File: src/rtl/mc_control_fsm_if.sv
// Control/status bundle between the multi-cycle MIPS sequencer (master) and
// the datapath side (slave): instruction/memory status in, strobes and selects out.
interface mc_control_fsm_if #(
  parameter int STATE_W = 4
);
  logic               run;
  logic [5:0]         opcode;
  logic               mem_ready;
  logic               pc_write;
  logic               pc_write_cond;
  logic               i_or_d;
  logic               mem_read;
  logic               mem_write;
  logic               ir_write;
  logic               mem_to_reg;
  logic               reg_dst;
  logic               reg_write;
  logic               alu_src_a;
  logic [1:0]         alu_src_b;
  logic [1:0]         ALUOp;
  logic [1:0]         pc_src;
  logic               done;
  logic               illegal_op;
  logic [STATE_W-1:0] state;

  modport master (
    input  run, opcode, mem_ready,
    output pc_write, pc_write_cond, i_or_d, mem_read, mem_write, ir_write,
           mem_to_reg, reg_dst, reg_write, alu_src_a, alu_src_b, ALUOp,
           pc_src, done, illegal_op, state
  );

  modport slave (
    output run, opcode, mem_ready,
    input  pc_write, pc_write_cond, i_or_d, mem_read, mem_write, ir_write,
           mem_to_reg, reg_dst, reg_write, alu_src_a, alu_src_b, ALUOp,
           pc_src, done, illegal_op, state
  );
endinterface

File: src/rtl/mc_control_fsm.sv
// Multi-cycle MIPS-32 main control sequencer: fetch/decode/execute/writeback, one instruction at a time.
// Optional feature: define MC_ADDI_EN to decode addi (opcode 001000) through ADDIEX/ADDIWB.
module mc_control_fsm #(
  parameter int STATE_W = 4
) (
  input  logic              clk,
  input  logic              reset_n,
  mc_control_fsm_if.master  bus
);

  typedef enum logic [3:0] {
    IDLE   = 4'd0,
    FETCH  = 4'd1,
    DECODE = 4'd2,
    MEMADR = 4'd3,
    MEMRD  = 4'd4,
    MEMWB  = 4'd5,
    MEMWR  = 4'd6,
    EXEC   = 4'd7,
    ALUWB  = 4'd8,
    BRANCH = 4'd9,
`ifdef MC_ADDI_EN
    ADDIEX = 4'd10,
    ADDIWB = 4'd11,
`endif
    JUMP   = 4'd12
  } state_t;

  localparam logic [5:0] OP_RTYPE = 6'b000000;
  localparam logic [5:0] OP_J     = 6'b000010;
  localparam logic [5:0] OP_BEQ   = 6'b000100;
  localparam logic [5:0] OP_ADDI  = 6'b001000;
  localparam logic [5:0] OP_LW    = 6'b100011;
  localparam logic [5:0] OP_SW    = 6'b101011;

  // Moore part of the output set, plus flags marking the states with mem_ready-qualified terms.
  typedef struct packed {
    logic       pc_write;
    logic       pc_write_cond;
    logic       i_or_d;
    logic       mem_read;
    logic       mem_write;
    logic       mem_to_reg;
    logic       reg_dst;
    logic       reg_write;
    logic       alu_src_a;
    logic [1:0] alu_src_b;
    logic [1:0] alu_op;
    logic [1:0] pc_src;
    logic       done;
    logic       in_fetch;
    logic       in_decode;
    logic       in_memwr;
  } ctrl_t;

  state_t state_r;
  state_t nxt_s;
  state_t after_final_s;
  ctrl_t  ctrl_r;

  function automatic logic opcode_legal(input logic [5:0] op);
    logic ok;
    case (op)
      OP_LW, OP_SW, OP_RTYPE, OP_BEQ, OP_J: ok = 1'b1;
`ifdef MC_ADDI_EN
      OP_ADDI:                             ok = 1'b1;
`endif
      default:                             ok = 1'b0;
    endcase
    return ok;
  endfunction

  function automatic ctrl_t decode_outs(input state_t s);
    ctrl_t c;
    c = '0;
    case (s)
      IDLE: c = '0;
      FETCH: begin
        c.mem_read  = 1'b1;
        c.alu_src_b = 2'b01;
        c.in_fetch  = 1'b1;
      end
      DECODE: begin
        c.alu_src_b = 2'b11;
        c.in_decode = 1'b1;
      end
      MEMADR: begin
        c.alu_src_a = 1'b1;
        c.alu_src_b = 2'b10;
      end
      MEMRD: begin
        c.mem_read = 1'b1;
        c.i_or_d   = 1'b1;
      end
      MEMWB: begin
        c.reg_write  = 1'b1;
        c.mem_to_reg = 1'b1;
        c.done       = 1'b1;
      end
      MEMWR: begin
        c.mem_write = 1'b1;
        c.i_or_d    = 1'b1;
        c.in_memwr  = 1'b1;
      end
      EXEC: begin
        c.alu_src_a = 1'b1;
        c.alu_op    = 2'b10;
      end
      ALUWB: begin
        c.reg_write = 1'b1;
        c.reg_dst   = 1'b1;
        c.done      = 1'b1;
      end
      BRANCH: begin
        c.alu_src_a     = 1'b1;
        c.alu_op        = 2'b01;
        c.pc_write_cond = 1'b1;
        c.pc_src        = 2'b01;
        c.done          = 1'b1;
      end
`ifdef MC_ADDI_EN
      ADDIEX: begin
        c.alu_src_a = 1'b1;
        c.alu_src_b = 2'b10;
      end
      ADDIWB: begin
        c.reg_write = 1'b1;
        c.done      = 1'b1;
      end
`endif
      JUMP: begin
        c.pc_write = 1'b1;
        c.pc_src   = 2'b10;
        c.done     = 1'b1;
      end
      default: c = '0;
    endcase
    return c;
  endfunction

  // Where an instruction's final state (or an illegal decode) goes: keep issuing while run is high.
  always_comb begin
    if (bus.run) begin
      after_final_s = FETCH;
    end else begin
      after_final_s = IDLE;
    end
  end

  // Next-state selection; run is only looked at in IDLE and in final states.
  always_comb begin
    nxt_s = IDLE;
    case (state_r)
      IDLE: begin
        if (bus.run) nxt_s = FETCH;
        else         nxt_s = IDLE;
      end
      FETCH: begin
        if (bus.mem_ready) nxt_s = DECODE;
        else               nxt_s = FETCH;
      end
      DECODE: begin
        case (bus.opcode)
          OP_LW, OP_SW: nxt_s = MEMADR;
          OP_RTYPE:     nxt_s = EXEC;
          OP_BEQ:       nxt_s = BRANCH;
          OP_J:         nxt_s = JUMP;
`ifdef MC_ADDI_EN
          OP_ADDI:      nxt_s = ADDIEX;
`endif
          default:      nxt_s = after_final_s;
        endcase
      end
      MEMADR: begin
        if (bus.opcode == OP_LW) nxt_s = MEMRD;
        else                     nxt_s = MEMWR;
      end
      MEMRD: begin
        if (bus.mem_ready) nxt_s = MEMWB;
        else               nxt_s = MEMRD;
      end
      MEMWR: begin
        if (bus.mem_ready) nxt_s = after_final_s;
        else               nxt_s = MEMWR;
      end
      EXEC:   nxt_s = ALUWB;
`ifdef MC_ADDI_EN
      ADDIEX: nxt_s = ADDIWB;
      ADDIWB: nxt_s = after_final_s;
`endif
      MEMWB, ALUWB, BRANCH, JUMP: nxt_s = after_final_s;
      default: nxt_s = IDLE;
    endcase
  end

  // State register with outputs pre-decoded for the state being entered, so they stay glitch-free.
  always_ff @(posedge clk) begin
    if (!reset_n) begin
      state_r <= IDLE;
      ctrl_r  <= '0;
    end else begin
      state_r <= nxt_s;
      ctrl_r  <= decode_outs(nxt_s);
    end
  end

  assign bus.pc_write      = ctrl_r.pc_write | (ctrl_r.in_fetch & bus.mem_ready);
  assign bus.ir_write      = ctrl_r.in_fetch & bus.mem_ready;
  assign bus.done          = ctrl_r.done | (ctrl_r.in_memwr & bus.mem_ready);
  assign bus.illegal_op    = ctrl_r.in_decode & ~opcode_legal(bus.opcode);
  assign bus.pc_write_cond = ctrl_r.pc_write_cond;
  assign bus.i_or_d        = ctrl_r.i_or_d;
  assign bus.mem_read      = ctrl_r.mem_read;
  assign bus.mem_write     = ctrl_r.mem_write;
  assign bus.mem_to_reg    = ctrl_r.mem_to_reg;
  assign bus.reg_dst       = ctrl_r.reg_dst;
  assign bus.reg_write     = ctrl_r.reg_write;
  assign bus.alu_src_a     = ctrl_r.alu_src_a;
  assign bus.alu_src_b     = ctrl_r.alu_src_b;
  assign bus.ALUOp         = ctrl_r.alu_op;
  assign bus.pc_src        = ctrl_r.pc_src;
  assign bus.state         = STATE_W'(state_r);

endmodule

File: src/flat_wrapper.sv
// flat-port wrapper written by rule: the top's interface ports become plain ports
module mc_control_fsm_flat 
#(
  parameter int STATE_W = 4
)
  (clk, reset_n, bus_run, bus_opcode, bus_mem_ready, bus_pc_write, bus_pc_write_cond, bus_i_or_d, bus_mem_read, bus_mem_write, bus_ir_write, bus_mem_to_reg, bus_reg_dst, bus_reg_write, bus_alu_src_a, bus_alu_src_b, bus_ALUOp, bus_pc_src, bus_done, bus_illegal_op, bus_state);
  mc_control_fsm_if #(.STATE_W(STATE_W)) bus_i ();
  input  logic clk;
  input  logic reset_n;
  input wire logic [$bits(bus_i.run)-1:0] bus_run;
  input wire logic [$bits(bus_i.opcode)-1:0] bus_opcode;
  input wire logic [$bits(bus_i.mem_ready)-1:0] bus_mem_ready;
  output wire logic [$bits(bus_i.pc_write)-1:0] bus_pc_write;
  output wire logic [$bits(bus_i.pc_write_cond)-1:0] bus_pc_write_cond;
  output wire logic [$bits(bus_i.i_or_d)-1:0] bus_i_or_d;
  output wire logic [$bits(bus_i.mem_read)-1:0] bus_mem_read;
  output wire logic [$bits(bus_i.mem_write)-1:0] bus_mem_write;
  output wire logic [$bits(bus_i.ir_write)-1:0] bus_ir_write;
  output wire logic [$bits(bus_i.mem_to_reg)-1:0] bus_mem_to_reg;
  output wire logic [$bits(bus_i.reg_dst)-1:0] bus_reg_dst;
  output wire logic [$bits(bus_i.reg_write)-1:0] bus_reg_write;
  output wire logic [$bits(bus_i.alu_src_a)-1:0] bus_alu_src_a;
  output wire logic [$bits(bus_i.alu_src_b)-1:0] bus_alu_src_b;
  output wire logic [$bits(bus_i.ALUOp)-1:0] bus_ALUOp;
  output wire logic [$bits(bus_i.pc_src)-1:0] bus_pc_src;
  output wire logic [$bits(bus_i.done)-1:0] bus_done;
  output wire logic [$bits(bus_i.illegal_op)-1:0] bus_illegal_op;
  output wire logic [$bits(bus_i.state)-1:0] bus_state;
  assign bus_i.run = bus_run;
  assign bus_i.opcode = bus_opcode;
  assign bus_i.mem_ready = bus_mem_ready;
  assign bus_pc_write = bus_i.pc_write;
  assign bus_pc_write_cond = bus_i.pc_write_cond;
  assign bus_i_or_d = bus_i.i_or_d;
  assign bus_mem_read = bus_i.mem_read;
  assign bus_mem_write = bus_i.mem_write;
  assign bus_ir_write = bus_i.ir_write;
  assign bus_mem_to_reg = bus_i.mem_to_reg;
  assign bus_reg_dst = bus_i.reg_dst;
  assign bus_reg_write = bus_i.reg_write;
  assign bus_alu_src_a = bus_i.alu_src_a;
  assign bus_alu_src_b = bus_i.alu_src_b;
  assign bus_ALUOp = bus_i.ALUOp;
  assign bus_pc_src = bus_i.pc_src;
  assign bus_done = bus_i.done;
  assign bus_illegal_op = bus_i.illegal_op;
  assign bus_state = bus_i.state;
  mc_control_fsm #(.STATE_W(STATE_W)) u_core (.clk(clk), .reset_n(reset_n), .bus(bus_i));
endmodule
File: config.mk
export PLATFORM = sky130hd
export DESIGN_NAME = mc_control_fsm_flat
export DESIGN_NICKNAME = d
export VERILOG_FILES = /design/src/rtl/mc_control_fsm_if.sv /design/src/rtl/mc_control_fsm.sv /design/src/flat_wrapper.sv
export SDC_FILE = /design/constraint.sdc
export NUM_CORES = 1
export LEC_CHECK = 0
export ABC_CLOCK_PERIOD_IN_PS = 5150
export CAP_MARGIN = 20
export CORE_UTILIZATION = 40
export CTS_BUF_LIST = sky130_fd_sc_hd__clkbuf_4 sky130_fd_sc_hd__clkbuf_8
export DETAILED_ROUTE_END_ITERATION = 16
export PLACE_DENSITY = 0.76
export SLEW_MARGIN = 20
export SYNTH_ARGS = -nofsm -noshare
export SYNTH_HDL_FRONTEND = slang
export SYNTH_SLANG_ARGS = --single-unit
File: constraint.sdc
create_clock -name clk -period 5.15 [get_ports clk]
set_input_delay 0.515 -clock clk [delete_from_list [all_inputs] [get_ports clk]]
set_output_delay 0.515 -clock clk [all_outputs]
set_load 0.02 [all_outputs]
==> summary.txt, run 1 <==
Route
  – Initial DRC Count: 15
  – DR pass1 iterations: 4
  – Vias: 864
  – Total Wirelength: 2080 µm
  – Residual DRC: 0
  – Avg Vias per Cell: 5.27
  – Post-DR wirelength/cell: 12.7 µm
  – Antenna-violating nets left: 0

Clocking
  – Clock Sink Count: 21
  – Worst-Skew Late Latency: 300 ps
  – Post_cts resized: 0
  – Cts bufs inserted: 3
  – CTS tree: yes
  – Max H-tree Level: 1
  – CTS Hold Bufs: 0
  – Clock Path Buffers: 2
  – Clock-pin slew on the worst setup and hold paths: 100 ps
  – Root buf cell: clkbuf_4
  – Post-CTS setup buffer count: 0

Synth
  – Area of the mapped netlist: 1080 µm²
  – Sequential area share after synthesis: 38.9%
  – Avg Cell Area, Syn: 9.82 µm²
  – Synth Flop Type: dfxtp_1
  – Mapped Cells: 110
  – Syn_nets: 120
  – Post-synth ARST share: 0%
  – Yosys cell types: 45
  – EDFF count, synth: 0
  – YS warnings: 0
  – Yosys reg bits: 21

Final layout
  – P&R area growth vs syn: 27.2%
  – Nets: 145
  – Fin cells: 164
  – Antenna cells: 0
  – Fill cells: 242
  – Fraction of layout cells with a size suffix above 1: 20.1%

STA
  – Slew HR: 63.2%
  – Hold_ws: 700 ps
  – Clk_skew: 1.25 ps
  – RSZ-0062 raised after global routing: false
  – Final setup violation count: 0
  – Final cycle utilization of the critical path: 56.9%
  – Setup TNS: 0 ps
  – Slew at the pin with the worst max-slew slack: 552 ps
  – Fmax: 341 MHz
  – Final worst setup slack: 2220 ps
  – Final min period: 2930 ps
  – Final Max Tran Viols: 0
  – Hold Fails Final Rpt: 0

Placement
  – Place WS: 2210 ps
  – Cell count after placement: 160
  – Routability cong.: 0.860
  – Port bufs: 31
  – Hpwl dp: 1630 µm

Worst setup path
  – WP buf/inv: 2
  – Crit-path cells: clkdlybuf4s50_1, nor4_1, a22o_1, a311oi_1, clkdlybuf4s50_1
  – Critical Path Sink: bus_illegal_op
  – CP startpoint kind: primary input
  – Critical path depth: 5
  – Worst R2R Path Depth: 5
  – CP dominant cell by count: clkdlybuf4s50_1
  – Max FO, Critical Path: 8
  – Crit-path max cell delay: 640 ps
  – Top delay family on crit path: buffers and inverters
  – Reg-to-reg slack, setup: 3040 ps
  – CP arrival: 2420 ps
  – Crit end category: primary output
  – Req. time, crit path: 4640 ps
  – RR Startpoint: u_core.bus.state[3]
  – Reg2reg end: u_core.bus.mem_read
  – Setup Crit Path Kind: primary input to primary output
  – Slowest-stage cell, CP: clkdlybuf4s50_1
  – Worst setup startpoint: bus_opcode[1]

Floorplanning
  – Core area: 2520 µm²
  – Die area: 2910 µm²
  – Die height: 54.0 µm
  – Die Width: 54.0 µm
  – Placement Rows: 18
  – Io pins: 32
  – Initial Util: 42.8%

Global routing
  – Gr usage total: 16.4%
  – Global-route wire length before repair: 3430 µm
  – Vias in the first global route: 783
  – Largest net degree at the start of global routing: 15
  – Initial antenna violation count: 0
  – Total congestion overflow: 0

Worst hold path
  – Hold Startpoint: u_core.bus.state[1]
  – Hold WC Path Type: register to register

Pwr
  – Peak supply drop: 162 µV
  – Leak Pwr: 0.500 nW
  – PwrDens: 243 nW/µm²

Outcome
  – Status: completed

Flow run
  – Max-Cap Viols: 0
-- synth_stat cells (all sizes together) (2+ instances only) --
cell	count	area share, %
nor3	7	5.1
nor4bb	2	1.9
o21ai	3	2.1
nand2	3	1.0
nor2	17	5.9
dfxtp	21	39
buf	11	7.8
or3	3	2.2
nor4	2	1.2
and3	2	1.7
o22ai	2	1.7
a21oi	4	2.2
o211ai	2	1.4
or2	2	1.2
inv	5	1.7
and2	2	1.2
a31oi	2	1.2
-- per-layer routing --
metal	vias to the layer above	global-route usage, %	routed length (µm)
met2	25	28.2	1010
met5	-	0	0
met1	398	20.2	959
li1	437	-	-
met3	4	1.69	72
met4	0	7.89	34
-- area by class of cell --
class | count | area [µm²] | area share [%]
Multi-Input combinational cell | 73 | 557 | 40.5
Clock buffer | 4 | 30.0 | 2.19
Timing Repair Buffer | 31 | 310 | 22.6
Inverter | 5 | 18.8 | 1.37
Sequential cell | 21 | 420 | 30.6
Tap cell | 30 | 37.5 | 2.73
-- per-stage QoR --
step	total power, mW	utilization [%]	area [µm²]
2_1_floorplan	0.231	-	1080
3_3_place_gp	0.254	53.3	1340
3_5_place_dp	0.256	53.3	1340
4_1_cts	0.336	54.5	1370
5_1_grt	0.348	54.5	1370
6_report	0.333	54.5	1370
-- tightest hold or removal path, cell delays in order (launching register included) --
cell,delay (ps)
dfxtp_1,410
nand2_1,160
nor3_1,80
-- cell families after synthesis --
family | share of synthesized area [%]
XOR/XNOR | 0.811
AND/OR/NAND/NOR | 29.1
multiplexers | 0.927
AO/OA/AOI/OAI | 20.7
buffers and inverters | 9.50
flip-flops | 38.9
-- power by group --
| group | switching (mW) | internal [mW] |
|---|---|---|
| logic | 0.0384 | 0.0377 |
| clock network | 0.0459 | 0.0355 |
| registers | 0.00704 | 0.169 |
-- worst min-delay path by stage --
stage / to / slack (ps) / depth (start not counted)
final: u_core.bus.reg_dst / 700 / 2
after global routing: u_core.bus.reg_dst / 750 / 2
after CTS: u_core.bus.reg_dst / 700 / 2
after detailed placement: u_core.bus.reg_dst / 680 / 2
after global placement: u_core.bus.reg_dst / 670 / 2
after floorplan: u_core.bus.ALUOp[1] / 590 / 1
-- cell usage in the layout, fill, tap and decap left out, types with 3 or more instances in the layout --
| cell | count |
|---|---|
| dfxtp_1 | 21 |
| nor3_1 | 3 |
| nor3_2 | 4 |
| nor2_1 | 17 |
| a21oi_1 | 3 |
| inv_1 | 5 |
| clkbuf_4 | 4 |
| clkdlybuf4s50_1 | 31 |
| nand2_1 | 3 |
(Power assumes the default switching activity.)
==> run 2: changes to the inputs <==
- ABC_CLOCK_PERIOD_IN_PS: 5150 -> 2850
- clock period: 5.15 -> 2.85 ns (I/O delays scaled with it)
==> results of run 2 <==
The final DEF is identical to that of run 1. Status: completed.
Main changes from that run: setup slack after placement 2210 ps -> 372 ps; setup slack after layout 2220 ps -> 380 ps; hold slack 700 ps -> 665 ps; register-to-register setup slack 3040 ps -> 740 ps; end point of the worst hold path u_core.bus.reg_dst -> u_core.bus.state[1]; total power 0.333 mW -> 0.602 mW; worst IR drop on VDD 162 µV -> 292 µV
==> run 3: changes to the inputs <==
- CORE_MARGIN: default -> 1
- SKIP_CTS_REPAIR_TIMING: default -> 1
==> results of run 3 <==
The final DEF is identical to that of run 1. Status: completed.
Main changes from that run: setup slack after placement 2210 ps -> 372 ps; setup slack after layout 2220 ps -> 380 ps; hold slack 700 ps -> 665 ps; register-to-register setup slack 3040 ps -> 740 ps; end point of the worst hold path u_core.bus.reg_dst -> u_core.bus.state[1]; total power 0.333 mW -> 0.602 mW; worst IR drop on VDD 162 µV -> 292 µV
